<file path="config.mk">
export PLATFORM = sky130hd
export DESIGN_NAME = tc_psum_drain
export DESIGN_NICKNAME = d
export VERILOG_FILES = /design/src/rtl/tc_pkg.sv /design/src/rtl/tc_sync_fifo.sv /design/src/rtl/tc_psum_drain.sv
export SDC_FILE = /design/constraint.sdc
export NUM_CORES = 1
export LEC_CHECK = 0
export CORE_ASPECT_RATIO = 0.5
export CORE_MARGIN = 2
export CORE_UTILIZATION = 36
export CTS_CLUSTER_DIAMETER = 150
export DETAILED_ROUTE_END_ITERATION = 7
export SLEW_MARGIN = 5
export SYNTH_ARGS = -nofsm -noshare
export SYNTH_HDL_FRONTEND = slang
export SYNTH_HIERARCHICAL = 1
export SYNTH_SLANG_ARGS = --single-unit
</file>
<file path="constraint.sdc">
create_clock -name clk -period 12.8 [get_ports clk]
set_clock_uncertainty 0.05 [all_clocks]
set_input_delay 1.28 -clock clk [delete_from_list [all_inputs] [get_ports clk]]
set_output_delay 1.28 -clock clk [all_outputs]
set_load 0.05 [all_outputs]
</file>
<file path="src/rtl/tc_pkg.sv">
// Shared constants, clog2 helper and occupancy-state encoding for the tensor-core drain path.
// No logic; no latency; no flow control.
// Consumed by tc_sync_fifo and tc_psum_drain via import.
package tc_pkg;

    localparam int TC_N       = 16;
    localparam int TC_DW_DATA = 8;
    localparam int TC_T_OUT   = 16;

    typedef enum logic [1:0] {
        OCC_EMPTY   = 2'd0,
        OCC_PARTIAL = 2'd1,
        OCC_FULL    = 2'd2
    } occ_state_e;

    function automatic int clog2(input int value);
        int v;
        int r;
        v = value - 1;
        r = 0;
        while (v > 0) begin
            r = r + 1;
            v = v >> 1;
        end
        return r;
    endfunction

endpackage

</file>
<file path="src/rtl/tc_sync_fifo.sv">
// Synchronous row buffer: storage, wrapping pointers, occupancy and EMPTY/PARTIAL/FULL state.
// Latency: a push at edge t is visible on rdata/rd_vld from edge t; no fall-through when empty.
// Backpressure: caller must only push when !full or when popping in the same cycle.
module tc_sync_fifo
    import tc_pkg::*;
#(
    parameter int W     = 8,
    parameter int DEPTH = 4
) (
    input  logic         clk,
    input  logic         rst,
    input  logic         clr,
    input  logic         push,
    input  logic         pop,
    input  logic [W-1:0] wdata,
    output logic [W-1:0] rdata,
    output logic         rd_vld,
    output logic         full
);

    localparam int PW = clog2(DEPTH);
    localparam int OW = clog2(DEPTH + 1);
    localparam logic [OW-1:0] OCC_ALMOST = OW'(DEPTH - 1);
    localparam logic [OW-1:0] OCC_ONE    = OW'(1);

    logic [W-1:0]  mem_q [DEPTH];
    logic [PW-1:0] wr_ptr_q, wr_ptr_d;
    logic [PW-1:0] rd_ptr_q, rd_ptr_d;
    logic [OW-1:0] occ_q, occ_d;
    occ_state_e    state_q, state_d;

    always_comb begin
        wr_ptr_d = wr_ptr_q;
        rd_ptr_d = rd_ptr_q;
        occ_d    = occ_q;
        state_d  = state_q;
        if (clr) begin
            wr_ptr_d = '0;
            rd_ptr_d = '0;
            occ_d    = '0;
            state_d  = OCC_EMPTY;
        end else begin
            if (push) wr_ptr_d = wr_ptr_q + PW'(1);
            if (pop)  rd_ptr_d = rd_ptr_q + PW'(1);
            if (push && !pop)      occ_d = occ_q + OW'(1);
            else if (pop && !push) occ_d = occ_q - OW'(1);
            case (state_q)
                OCC_EMPTY:   if (push) state_d = OCC_PARTIAL;
                OCC_PARTIAL: begin
                    if (push && !pop && occ_q == OCC_ALMOST)   state_d = OCC_FULL;
                    else if (pop && !push && occ_q == OCC_ONE) state_d = OCC_EMPTY;
                end
                OCC_FULL:    if (pop && !push) state_d = OCC_PARTIAL;
                default:     state_d = OCC_EMPTY;
            endcase
        end
    end

    always_ff @(posedge clk or negedge rst) begin
        if (!rst) begin
            wr_ptr_q <= '0;
            rd_ptr_q <= '0;
            occ_q    <= '0;
            state_q  <= OCC_EMPTY;
        end else begin
            wr_ptr_q <= wr_ptr_d;
            rd_ptr_q <= rd_ptr_d;
            occ_q    <= occ_d;
            state_q  <= state_d;
        end
    end

    // Row storage is deliberately left out of reset.
    always_ff @(posedge clk) begin
        if (push && !clr) mem_q[wr_ptr_q] <= wdata;
    end

    assign rdata  = mem_q[rd_ptr_q];
    assign rd_vld = (state_q != OCC_EMPTY);
    assign full   = (state_q == OCC_FULL);

endmodule

</file>
<file path="src/rtl/tc_psum_drain.sv">
// Partial-sum drain: tags incoming rows with their tile row index and buffers them (optional ReLU via TC_DRAIN_RELU_EN).
// Latency: a row accepted at edge t appears on out_valid/out_data from edge t.
// Backpressure: input cannot stall; rows arriving while full with no pop are dropped and overflow sticks.
module tc_psum_drain
    import tc_pkg::*;
#(
    parameter int N       = TC_N,
    parameter int DW_DATA = TC_DW_DATA,
    parameter int T_OUT   = TC_T_OUT,
    parameter int DEPTH   = 4,
    localparam int DW_ROW = N * DW_DATA,
    localparam int DW_TAG = clog2(T_OUT)
) (
    input  logic              clk,
    input  logic              rst,
    input  logic              clr,
    input  logic              in_valid,
    input  logic [DW_ROW-1:0] in_data,
    output logic              out_valid,
    input  logic              out_ready,
    output logic [DW_ROW-1:0] out_data,
    output logic [DW_TAG-1:0] out_row,
    output logic              out_last,
    output logic              full,
    output logic              overflow
);

    localparam logic [DW_TAG-1:0] TAG_LAST = DW_TAG'(T_OUT - 1);

    logic [DW_TAG-1:0]        tag_q, tag_d;
    logic                     overflow_q, overflow_d;
    logic                     push, pop;
    logic                     fifo_vld, fifo_full;
    logic [DW_ROW-1:0]        row_in;
    logic [DW_ROW+DW_TAG-1:0] fifo_rdata;

    assign pop  = fifo_vld && out_ready && !clr;
    assign push = in_valid && !clr && (!fifo_full || pop);

`ifdef TC_DRAIN_RELU_EN
    always_comb begin
        row_in = in_data;
        for (int k = 0; k < N; k++) begin
            if (in_data[k*DW_DATA + DW_DATA - 1]) row_in[k*DW_DATA +: DW_DATA] = '0;
        end
    end
`else
    assign row_in = in_data;
`endif

    // The tag advances on every arriving row, dropped or not, so tile alignment survives drops.
    always_comb begin
        tag_d      = tag_q;
        overflow_d = overflow_q;
        if (clr) begin
            tag_d      = '0;
            overflow_d = 1'b0;
        end else if (in_valid) begin
            tag_d = (tag_q == TAG_LAST) ? '0 : tag_q + DW_TAG'(1);
            if (!push) overflow_d = 1'b1;
        end
    end

    always_ff @(posedge clk or negedge rst) begin
        if (!rst) begin
            tag_q      <= '0;
            overflow_q <= 1'b0;
        end else begin
            tag_q      <= tag_d;
            overflow_q <= overflow_d;
        end
    end

    tc_sync_fifo #(
        .W     (DW_ROW + DW_TAG),
        .DEPTH (DEPTH)
    ) u_fifo (
        .clk    (clk),
        .rst    (rst),
        .clr    (clr),
        .push   (push),
        .pop    (pop),
        .wdata  ({row_in, tag_q}),
        .rdata  (fifo_rdata),
        .rd_vld (fifo_vld),
        .full   (fifo_full)
    );

    assign out_valid = fifo_vld;
    assign out_data  = fifo_vld ? fifo_rdata[DW_TAG +: DW_ROW] : '0;
    assign out_row   = fifo_vld ? fifo_rdata[DW_TAG-1:0] : '0;
    assign out_last  = fifo_vld && (out_row == TAG_LAST);
    assign full      = fifo_full;
    assign overflow  = overflow_q;

endmodule

</file>
* Word-level counts from Yosys, hierarchy flattened
Memories as Yosys holds them, arrays and structs flattened. Index checks and enable logic that the tools add are counted.
Operators by class: reduce and logical (&&, ||, !) cells 23, add/sub/neg operators 5, multiplexer cells 23, equal/unequal tests 10
Operators with widths (count):
- 128-bit two-way mux | 1
- 2-bit two-way mux | 9
- 4-bit two-way mux | 4
- 1-bit logical AND | 10
- 3-bit two-way mux | 3
- 4-bit equality test, second input constant | 2
- 2-bit nonzero test | 4
- 3-bit by 2-bit != test with 1-bit output, second input constant | 2
- 2-bit case mux with 3 select lines | 1
- 1-bit two-way mux | 5
- 2-bit by 1-bit adder with 2-bit output, second input constant | 2
- 4-bit by 1-bit adder with 4-bit output, second input constant | 1
- 1-bit zero test | 4
- 4-bit by 2-bit != test with 1-bit output, second input constant | 1
- 3-bit by 1-bit adder with 3-bit output, second input constant | 1
- 3-bit by 1-bit equality test with 1-bit output, second input constant | 1
- 3-bit by 2-bit equality test with 1-bit output, second input constant | 1
- 3-bit AND reduction | 1
- 3-bit nonzero test | 1
- 3-bit by 1-bit subtractor with 3-bit output, second input constant | 1
- 2-bit by 1-bit equality test with 1-bit output, second input constant | 1
- 2-bit equality test, second input constant | 1
- 2-bit zero test | 1
- 2-bit != test, second input constant | 1
- other kinds (2) | 2
Word-level totals: RAM bits 528, word-level logic and storage cells 68, register bits after elaboration 14, memories kept 1
Memories:
- u_fifo.mem_q | depth 4, width 132, read ports 1, clocked after memory_dff 0, write ports 1, RTL line tc_sync_fifo.sv:26 | logic [W-1:0] mem_q [DEPTH];

* Depth between registers and ports, before layout
Gate-level depths: netlist of run 1.
depth after elaboration 12, gate-level depth with buffers 8

* Hierarchy
The synthesis of run 1 kept the hierarchy.
Modules (own cells, without submodules):
- tc_sync_fifo | instances 1, cells an instance 754, area an instance 19631.3 um^2, seq. area each 16080.4 um^2
- tc_psum_drain | instances 1, cells an instance 173, area an instance 1148.6 um^2, seq. area each 125.1 um^2

* Worst setup path after synthesis of run 1
Ideal clock, no wire load.
kind input-to-reg, start in clr, end mem u_fifo/mem_q[0][0] (netlist name) (enable), data arrival time 5.049 ns, cell stages on the path 5, path slack 7.193 ns, buffers on the path 1, data required time 12.243 ns, setup time 0.507 ns, path through nand3b_1 a21oi_1 buf_2 nor2b_1 and2_1
On the way: longest elaborated chain between the ends 7, elaborated cells on any way between the ends 8, classes of those cells mux: 2; reduce/logical: 6
RTL lines:
- from (decl) | RTL line tc_psum_drain.sv:16 | input logic clr,
- 1-bit zero test (*) | RTL line tc_psum_drain.sv:37, tc_psum_drain.sv:38
- 1-bit logical AND | RTL line tc_psum_drain.sv:37 | assign pop = fifo_vld && out_ready && !clr;
- 1-bit logical OR | RTL line tc_psum_drain.sv:38 | assign push = in_valid && !clr && (!fifo_full || pop);
- 1-bit logical AND (*) | RTL line tc_psum_drain.sv:38
- via push | RTL line tc_psum_drain.sv:32 | logic push, pop;
- 1-bit logical AND (*) | RTL line tc_sync_fifo.sv:75 | if (push && !clr) mem_q[wr_ptr_q] <= wdata;
- 1-bit two-way mux (*) | RTL line tc_sync_fifo.sv:75
- 1-bit two-way mux (not written as such) (*) | RTL line tc_sync_fifo.sv:75
- to (decl) | RTL line tc_sync_fifo.sv:26
Mark *: on every way through the listed nets, which the timed path passes. The rest lies on a longest branch.

* Worst setup path after layout of run 1
start reg u_fifo.rd_ptr_q[1], end out out_last
On the way: longest elaborated chain between the ends 4
RTL lines:
- from (decl) | RTL line tc_sync_fifo.sv:28 | logic [PW-1:0] rd_ptr_q, rd_ptr_d;
- from (signal assigned) | RTL line tc_sync_fifo.sv:67 | rd_ptr_q <= rd_ptr_d;
- memory read 4 x 132 bit
- via fifo_rdata[0] | RTL line tc_psum_drain.sv:35 | logic [DW_ROW+DW_TAG-1:0] fifo_rdata;
- 4-bit two-way mux | RTL line tc_psum_drain.sv:91 | assign out_row = fifo_vld ? fifo_rdata[DW_TAG-1:0] : '0;
- 4-bit equality test | RTL line tc_psum_drain.sv:92 | assign out_last = fifo_vld && (out_row == TAG_LAST);
- 1-bit logical AND | RTL line tc_psum_drain.sv:92
- to (decl) | RTL line tc_psum_drain.sv:23 | output logic out_last,
The timed path passes the listed nets, and every way through them passes these cells.

==> flow_summary.yaml, run 1 <==
detailed_routing:
  num_vias: 9624
  wl_mm: 42.6
  drc: 0
  drtPass1Iterations: 5
  drtAntennaViolNets: 0
  vias_per_cell: 4.77
  wl_per_cell_um: 21.1
  drtIter0Drc: 526
clocking:
  cts_buffer_depth: 3
  post-cts-setup-buffers: 0
  cts-root-buf: "clkbuf_16"
  cts_tree: "yes"
  clk_pin_slew_ns: 0.06
  cts_sinks: 542
  cts_buffers: 50
  post_cts_resized: 0
  clock_latency_ns: 0.56
  holdBufCountCts: 0
  htreeDepth: 2
setup_path:
  crit_fanout: 60
  cp.arrival_ns: 4.38
  cp.required_ns: 11.47
  end_kind: "primary output"
  cp-start-kind: "register"
  crit_type: "reg -> out"
power_and_ir_drop:
  power_density_nw_per_um2: 142
  swShare_pct: 21.3
  power_leakage_uw: 0.00802
  power_uw: 3660
  clkPwrFrac_pct: 38.1
  p_sw_uw: 780
  peakVddDrop_mv: 0.0835
  combPwrFrac_pct: 7.7
  internal_power_uw: 2880
  power_frac_seq_pct: 54.2
global_route:
  overflow: 0
  grt_antenna_before_repair: 4
  grt_max_degree: 73
  grt_pass1_vias: 10300
  grt_pass1_wl_mm: 64.2
  grtUsageTotal_pct: 14.2
yosys:
  ys_ff_latch: 542
  synthCells: 927
  ys_types: 36
  syn-num-nets: 1069
  synth_area_per_cell_um2: 22.4
  ys_warn_count: 6
  synth-edff-count: 528
  synthArstFlopShare_pct: 2.58
  syn-cell-area_um2: 20800
  ys.flop_type: "edfxtp_1"
  ys_seq_area_share_pct: 78.0
timing:
  worst_pin_slew_ns: 1.16
  maxSlewViolCount: 0
  finalCritPeriodShare_pct: 44.6
  slew_headroom_pct: 22.5
  finalSetupTns_ns: 0
  rsz0062_at_grt: "no"
  fmax_mhz: 175
  hold_viol_final: 0
  finalSetupViolations: 0
  fin_crit_ns: 5.71
flow_run:
  maxCapViolCount: 0
cells_and_area:
  final_nets: 1351
  drive_gt1_share_pct: 17.0
  syn_to_final_growth_pct: 24.1
  seq_area_um2: 16200
  multi_input_area_um2: 4280
  fill_cells: 4769
status:
  outcome: "finished clean"
die:
  fp.dieArea_um2: 59800
  io-pin-count: 269
  initial_core_util_pct: 36.3
  rows: 62
  core_um2: 57200
  die_w_um: 344
  fp.dieH_um: 174
min_path:
  hp-class: "reg -> reg"
placement:
  hpwl_mm: 25.3
  gp_congestion: 0.691
  io_buffers: 268
power by group through the flow:
stage	registers (µW)	clock network, µW	logic, µW
after global placement	2020	0	283
final	1980	1400	283
after floorplan	2020	0	164
after CTS	1980	1440	289
after global routing	1990	1500	300
after detailed placement	2020	0	288
sequential cells by signal, indices dropped and copies added (netlist names):
name	flops
u_fifo/rd_ptr_q	2
u_fifo/state_q	2
u_fifo/occ_q	3
u_fifo/mem_q	528
tag_q	4
overflow	1
u_fifo/wr_ptr_q	2
per-layer routing:
layer / routed length, µm / vias up / share of wire [%] / global-route usage [%]
li1: - / 4328 / - / -
met1: 16400 / 5117 / 39 / 16.7
met2: 24300 / 123 / 57 / 26.7
met3: 1060 / 56 / 2.5 / 2.20
met4: 850 / 0 / 2.0 / 3.84
met5: 0 / - / 0 / 0
cell usage after synthesis (3+ instances only):
| library cell | count | area share [%] |
|---|---|---|
| dfrtp_1 | 14 | 1.7 |
| clkbuf_1 | 12 | 0.22 |
| buf_6 | 8 | 0.43 |
| mux4_2 | 132 | 14 |
| nor2_1 | 9 | 0.16 |
| mux2i_1 | 4 | 0.19 |
| nand2_1 | 7 | 0.13 |
| inv_1 | 8 | 0.14 |
| edfxtp_1 | 528 | 76 |
| buf_2 | 25 | 0.60 |
| a21oi_1 | 4 | 0.096 |
| nor2b_1 | 4 | 0.12 |
| xnor2_1 | 3 | 0.13 |
| and2_1 | 136 | 4.1 |
| ha_1 | 9 | 0.54 |
worst paths after layout:
check                                            endpoint  slack, ns  depth (start not counted)                           start
max                                              out_last       7.09                          6  u_fifo/rd_ptr_q[1]$_DFFE_PN0P_
min                                  overflow$_DFFE_PN0P_       0.47                          2            overflow$_DFFE_PN0P_
max reg2reg                 u_fifo/mem_q[3][78]$_DFFE_PP_       8.19                          6   u_fifo/state_q[1]$_DFFE_PN0P_
min reg2reg                          overflow$_DFFE_PN0P_       0.47                          2            overflow$_DFFE_PN0P_
max in group asynchronous  u_fifo/rd_ptr_q[0]$_DFFE_PN0P_      11.09                          1                             rst
min in group asynchronous     u_fifo/occ_q[0]$_DFFE_PN0P_       1.09                          1                             rst
cell type report:
| type | count | share of cell area, % |
|---|---|---|
| Multi-Input combinational cell | 330 | 16.6 |
| Antenna cell | 4 | 0.0388 |
| Clock buffer | 73 | 5.55 |
| Inverter | 8 | 0.116 |
| Timing Repair Buffer | 277 | 10.7 |
| Clock inverter | 17 | 0.393 |
| Tap cell | 768 | 3.73 |
| Sequential cell | 542 | 62.9 |
worst max-delay path, stage by stage (launching register included):
cell and delay (ns):
dfrtp_4 0.66, buf_4 0.70, buf_4 0.85, mux4_2 0.36, and2_1 0.16, and4_1 0.23, clkdlybuf4s50_1 0.82
layout by cell type, fill, tap and decap left out, types with 12 or more instances in the layout:
cell / n
edfxtp_1: 528
clkdlybuf4s50_1: 268
clkbuf_1: 17
mux4_2: 132
clkbuf_16: 53
and2_1: 132
dfrtp_1: 12
stage by stage:
stage	hold slack [ns]	cell area (µm²)	instances	util [%]	worst slack, ns
floorplan	0.426	20800	927	-	7.19
global placement	0.443	24200	1925	42.4	7.11
detailed placement	0.468	24200	1925	42.4	6.96
CTS	0.472	25800	2015	45.1	6.95
global route	0.505	25800	2019	45.1	6.87
finish	0.466	25800	2019	45.1	7.09
kinds of logic after synthesis:
logic type               share of synthesized area, %
flip-flops                                       78.0
AND/OR/NAND/NOR                                  4.80
multiplexers                                     14.5
buffers and inverters                            1.46
AO/OA/AOI/OAI                                   0.500
adder cells (fa/ha/maj)                         0.542
XOR/XNOR                                        0.211
(Power assumes the default switching activity.)
==> run 2: changes to the inputs <==
==> constraint.sdc (replaced) <==
create_clock -name clk -period 5.45 [get_ports clk]
set_clock_uncertainty 0.05 [all_clocks]
set_input_delay 0.545 -clock clk [delete_from_list [all_inputs] [get_ports clk]]
set_output_delay 0.545 -clock clk [all_outputs]
set_load 0.05 [all_outputs]
==> flow_summary.yaml, run 2 (synthesis gave the netlist of run 1 again) <==
power_and_ir_drop:
  swShare_pct: 21.2
  power_frac_seq_pct: 52.2
  internal_power_uw: 7030
  combPwrFrac_pct: 7.7
  clkPwrFrac_pct: 40.2
  peakVddDrop_mv: 0.227
  p_sw_uw: 1890
  power_leakage_uw: 0.00819
  power_density_nw_per_um2: 341
setup_path:
  slowest_stage: "clkdlybuf4s50_1"
  crit_family: "buffers and inverters"
  path_cells: "or2_4 -> buf_4 -> and2_1 -> and4_1 -> clkdlybuf4s50_1"
  cp-start-kind: "register"
  cp_slowest_stage_delay_ns: 0.81
  cp.arrival_ns: 3.54
  crit_type: "reg -> out"
  crit_fanout: 76
  cp.required_ns: 4.86
  crit_buf_inv: 2
  end_kind: "primary output"
detailed_routing:
  drc: 0
  num_vias: 9749
  vias_per_cell: 4.79
  drtIter0Drc: 621
  wl_per_cell_um: 21.4
  drtAntennaViolNets: 0
  drtPass1Iterations: 4
  wl_mm: 43.6
cells_and_area:
  most-common-layout-cells: "edfxtp_1 (528), clkdlybuf4s50_1 (268), and2_1 (132), mux4_2 (132), clkbuf_16 (53)"
  final_common_cell: "edfxtp_1"
  drive_gt1_share_pct: 18.7
  reg_top3: "u_fifo/mem_q (528), tag_q (4), u_fifo/occ_q (3)"
  syn_to_final_growth_pct: 25.8
  fill_cells: 4734
  multi_input_area_um2: 4280
  seq_area_um2: 16200
  largest_reg_flops: 528
  max_flop_register: "u_fifo/mem_q"
  final_nets: 1365
timing:
  finalSetupViolations: 0
  finalSetupTns_ns: 0
  fmax_mhz: 242
  finalCritPeriodShare_pct: 75.9
  slew_headroom_pct: 30.9
  rsz0062_at_grt: "no"
  maxSlewViolCount: 0
  worst_pin_slew_ns: 1.04
  fin_crit_ns: 4.14
  hold_viol_final: 0
  timing.hold.ws_ns: 0.337
die:
  core_um2: 57200
  io-pin-count: 269
  fp.dieH_um: 174
  die_w_um: 344
  rows: 62
  initial_core_util_pct: 36.3
  fp.dieArea_um2: 59800
status:
  outcome: "finished clean"
clocking:
  cts-root-buf: "clkbuf_16"
  post_cts_resized: 0
  cts_buffer_depth: 3
  post-cts-setup-buffers: 0
  holdBufCountCts: 0
  cts_tree: "yes"
  clock_latency_ns: 0.56
  clk_pin_slew_ns: 0.07
  cts_buffers: 52
  cts_sinks: 542
  htreeDepth: 2
placement:
  hpwl_mm: 27.2
  io_buffers: 268
  gp_congestion: 0.730
global_route:
  grt_pass1_vias: 10600
  grt_max_degree: 77
  grt_pass1_wl_mm: 65.8
  grt_antenna_before_repair: 6
  overflow: 0
  grtUsageTotal_pct: 14.6
flow_run:
  maxCapViolCount: 0
min_path:
  hp-class: "in -> async"
run 2: cell count changes in the layout (fill, tap and decap cells not counted), moves of 2 or more:
cell / previous run / this run
buf_12: 0 / 7
clkinvlp_4: 1 / 3
bufinv_16: 1 / 7
buf_4: 9 / 14
clkbuf_1: 17 / 7
clkinv_2: 6 / 11
clkbuf_8: 3 / 1
clkinv_1: 9 / 12
run 2: stage by stage:
stage	power, µW	utilization [%]	cell area, µm²	instances	setup WS (ns)
detailed placement	5440	42.7	24400	1937	1.17
finish	8920	45.7	26100	2037	1.31
floorplan	5130	-	20800	927	0.254
global placement	5420	42.7	24400	1937	1.30
CTS	9020	45.7	26100	2032	1.19
global route	9200	45.7	26100	2037	1.08
run 2: power groups by stage:
stage          logic (µW)  clock network, µW  registers (µW)
2_1_floorplan         385                  0            4740
3_5_place_dp          696                  0            4740
3_3_place_gp          684                  0            4740
5_1_grt               725               3820            4650
4_1_cts               699               3670            4650
6_report              683               3580            4650
run 2: layer usage:
metal / vias up / share of wire (%) / track usage, % / routed length [µm]
met2: 93 / 57 / 27.7 / 24900
met1: 5222 / 38 / 16.9 / 16800
met4: 0 / 2.3 / 4.38 / 984
li1: 4363 / - / - / -
met3: 71 / 2.3 / 2.23 / 1010
met5: - / 0 / 0 / 0
run 2: area by class of cell:
cell class / instances / share of cell area [%]
Clock inverter: 34 / 1.31
Antenna cell: 5 / 0.0479
Clock buffer: 61 / 5.23
Sequential cell: 542 / 62.0
Inverter: 8 / 0.115
Timing Repair Buffer: 289 / 11.2
Tap cell: 768 / 3.68
Multi-Input combinational cell: 330 / 16.4
run 2: worst register-to-register path: stages, from the launching register on:
cell and delay, ns:
dfrtp_1 0.39, or2_4 0.54, nand3b_1 0.26, a21oi_1 0.67, nor2b_1 0.35, and2_4 0.77, buf_4 0.44
run 2: final timing paths:
| path | to | cells after the start | slack (ns) | from |
|---|---|---|---|---|
| setup reg to reg | u_fifo/mem_q[3][115]$_DFFE_PP_ | 6 | 1.64 | u_fifo/state_q[1]$_DFFE_PN0P_ |
| max in group asynchronous | u_fifo/rd_ptr_q[1]$_DFFE_PN0P_ | 1 | 4.51 | rst |
| setup / recovery | out_last | 5 | 1.31 | u_fifo/state_q[1]$_DFFE_PN0P_ |
| hold reg to reg | overflow$_DFFE_PN0P_ | 2 | 0.47 | overflow$_DFFE_PN0P_ |
| hold / removal | overflow$_DFFE_PN0P_ | 1 | 0.34 | rst |
| min in group clk | overflow$_DFFE_PN0P_ | 2 | 0.47 | overflow$_DFFE_PN0P_ |
==> run 3: changes to the inputs <==
==> constraint.sdc (replaced) <==
create_clock -name clk -period 4.1 [get_ports clk]
set_clock_uncertainty 0.05 [all_clocks]
set_input_delay 0.41 -clock clk [delete_from_list [all_inputs] [get_ports clk]]
set_output_delay 0.41 -clock clk [all_outputs]
set_load 0.05 [all_outputs]
==> flow_summary.yaml, run 3 (synthesis gave the netlist of run 1 again) <==
status:
  outcome: "finished clean"
power_and_ir_drop:
  power_uw: 11500
  p_sw_uw: 2460
  peakVddDrop_mv: 0.320
  clkPwrFrac_pct: 38.5
  internal_power_uw: 9080
  combPwrFrac_pct: 7.9
  swShare_pct: 21.3
  power_leakage_uw: 0.00821
  power_density_nw_per_um2: 440
  power_frac_seq_pct: 53.6
clocking:
  post_cts_resized: 0
  cts_tree: "yes"
  cts-root-buf: "clkbuf_16"
  clk_pin_slew_ns: 0.06
  cts_sinks: 542
  cts_buffer_depth: 3
  cts_buffers: 51
  clock_latency_ns: 0.55
  htreeDepth: 2
  holdBufCountCts: 0
  post-cts-setup-buffers: 0
detailed_routing:
  vias_per_cell: 4.79
  drtPass1Iterations: 4
  drtIter0Drc: 648
  drc: 0
  wl_mm: 43.4
  num_vias: 9796
  wl_per_cell_um: 21.2
  drtAntennaViolNets: 0
timing:
  worst_pin_slew_ns: 0.692
  maxSlewViolCount: 0
  fmax_mhz: 277
  finalSetupTns_ns: 0
  slew_headroom_pct: 53.9
  rsz0062_at_grt: "no"
  fin_crit_ns: 3.61
  finalCritPeriodShare_pct: 88.1
  layout_setup_ws_ns: 0.488
  hold_viol_final: 0
  timing.hold.ws_ns: 0.203
  finalSetupViolations: 0
die:
  core_um2: 57200
  initial_core_util_pct: 36.3
  fp.dieArea_um2: 59800
  die_w_um: 344
  fp.dieH_um: 174
  rows: 62
  io-pin-count: 269
global_route:
  grt_pass1_wl_mm: 65.9
  grt_max_degree: 69
  grtUsageTotal_pct: 14.5
  overflow: 0
  grt_antenna_before_repair: 4
  grt_pass1_vias: 10700
setup_path:
  cp.required_ns: 3.64
  regToRegEndpoint: "u_fifo/mem_q[1][66]$_DFFE_PP_"
  cp_slowest_stage_delay_ns: 0.71
  reg2reg_depth: 7
  cp-start-kind: "register"
  end_kind: "primary output"
  slowest_stage: "clkdlybuf4s50_1"
  path_cells: "buf_12 -> mux4_2 -> and2_1 -> clkdlybuf4s50_1"
  ff2ff_setup_slack_ns: 1.55
  crit_fanout: 59
  crit_type: "reg -> out"
  r2r_start: "u_fifo/state_q[1]$_DFFE_PN0P_"
  cp.arrival_ns: 3.15
placement:
  gp_congestion: 0.736
  place_area_um2: 24600
  io_buffers: 268
  hpwl_mm: 27.8
  place_ws_ns: 0.830
cells_and_area:
  fin_area_um2: 26200
  most-common-layout-cells: "edfxtp_1 (528), clkdlybuf4s50_1 (268), and2_1 (132), mux4_2 (132), clkbuf_16 (53)"
  reg_top3: "u_fifo/mem_q (528), tag_q (4), u_fifo/occ_q (3)"
  final_common_cell: "edfxtp_1"
  max_flop_register: "u_fifo/mem_q"
  drive_gt1_share_pct: 18.4
  syn_to_final_growth_pct: 26.2
  largest_reg_flops: 528
  final_nets: 1375
min_path:
  hp-class: "in -> async"
flow_run:
  maxCapViolCount: 0
run 3: changes by cell type in the layout (fill, tap and decap cells not counted), sizes merged:
cell / before / now
clkinvlp: 3 / 1
clkinv: 24 / 22
bufinv: 7 / 3
clkbuf: 61 / 66
diode: 5 / 4
buf: 21 / 32
run 3: routing by layer:
metal,track usage (%),part of all wire [%],vias to the layer above
met4,3.50,1.6,0
met1,17.2,39,5213
met3,2.49,3.2,52
met5,0,0,-
li1,-,-,4390
met2,27.4,56,141
run 3: power groups by stage:
| stage | clock, µW | sequential, µW | combinational [µW] |
|---|---|---|---|
| finish | 4440 | 6190 | 911 |
| global route | 4770 | 6190 | 966 |
| CTS | 4560 | 6180 | 932 |
| detailed placement | 0 | 6300 | 928 |
| global placement | 0 | 6300 | 916 |
| floorplan | 0 | 6300 | 512 |
run 3: worst max path at each step:
stage | start | end | slack, ns | cells after the start
after global routing | u_fifo/rd_ptr_q[0]$_DFFE_PN0P_ | out_data[61] | 0.33 | 4
after global placement | clr | u_fifo/mem_q[2][63]$_DFFE_PP_ | 0.84 | 8
final | u_fifo/rd_ptr_q[0]$_DFFE_PN0P_ | out_data[61] | 0.49 | 4
after CTS | u_fifo/rd_ptr_q[0]$_DFFE_PN0P_ | out_data[46] | 0.43 | 4
after detailed placement | clr | u_fifo/mem_q[1][66]$_DFFE_PP_ | 0.83 | 8
after floorplan | u_fifo/state_q[1]$_DFFE_PN0P_ | u_fifo/mem_q[0][0]$_DFFE_PP_ | 0.38 | 7
run 3: per-stage QoR:
stage,cells,utilization (%)
2_1_floorplan,927,-
3_3_place_gp,1948,43.1
6_report,2044,45.9
4_1_cts,2040,45.8
5_1_grt,2043,45.9
3_5_place_dp,1948,43.1
run 3: area by class of cell:
class | instances | area, µm²
sequential | 542 | 16200
clock buffer | 66 | 1380
tap | 768 | 961
timing repair buffer | 300 | 3160
antenna | 4 | 10.0
inverter | 8 | 30.0
fill | 4757 | 31000
multi-input combinational | 330 | 4280
clock inverter | 26 | 188
run 3: worst max-delay path: cells and delay by family (launching register included):
kind                   cells  cell delay [ns]
multiplexers               1             0.57
buffers and inverters      2             1.11
AND/OR/NAND/NOR            1             0.20
flip-flops                 1             0.58
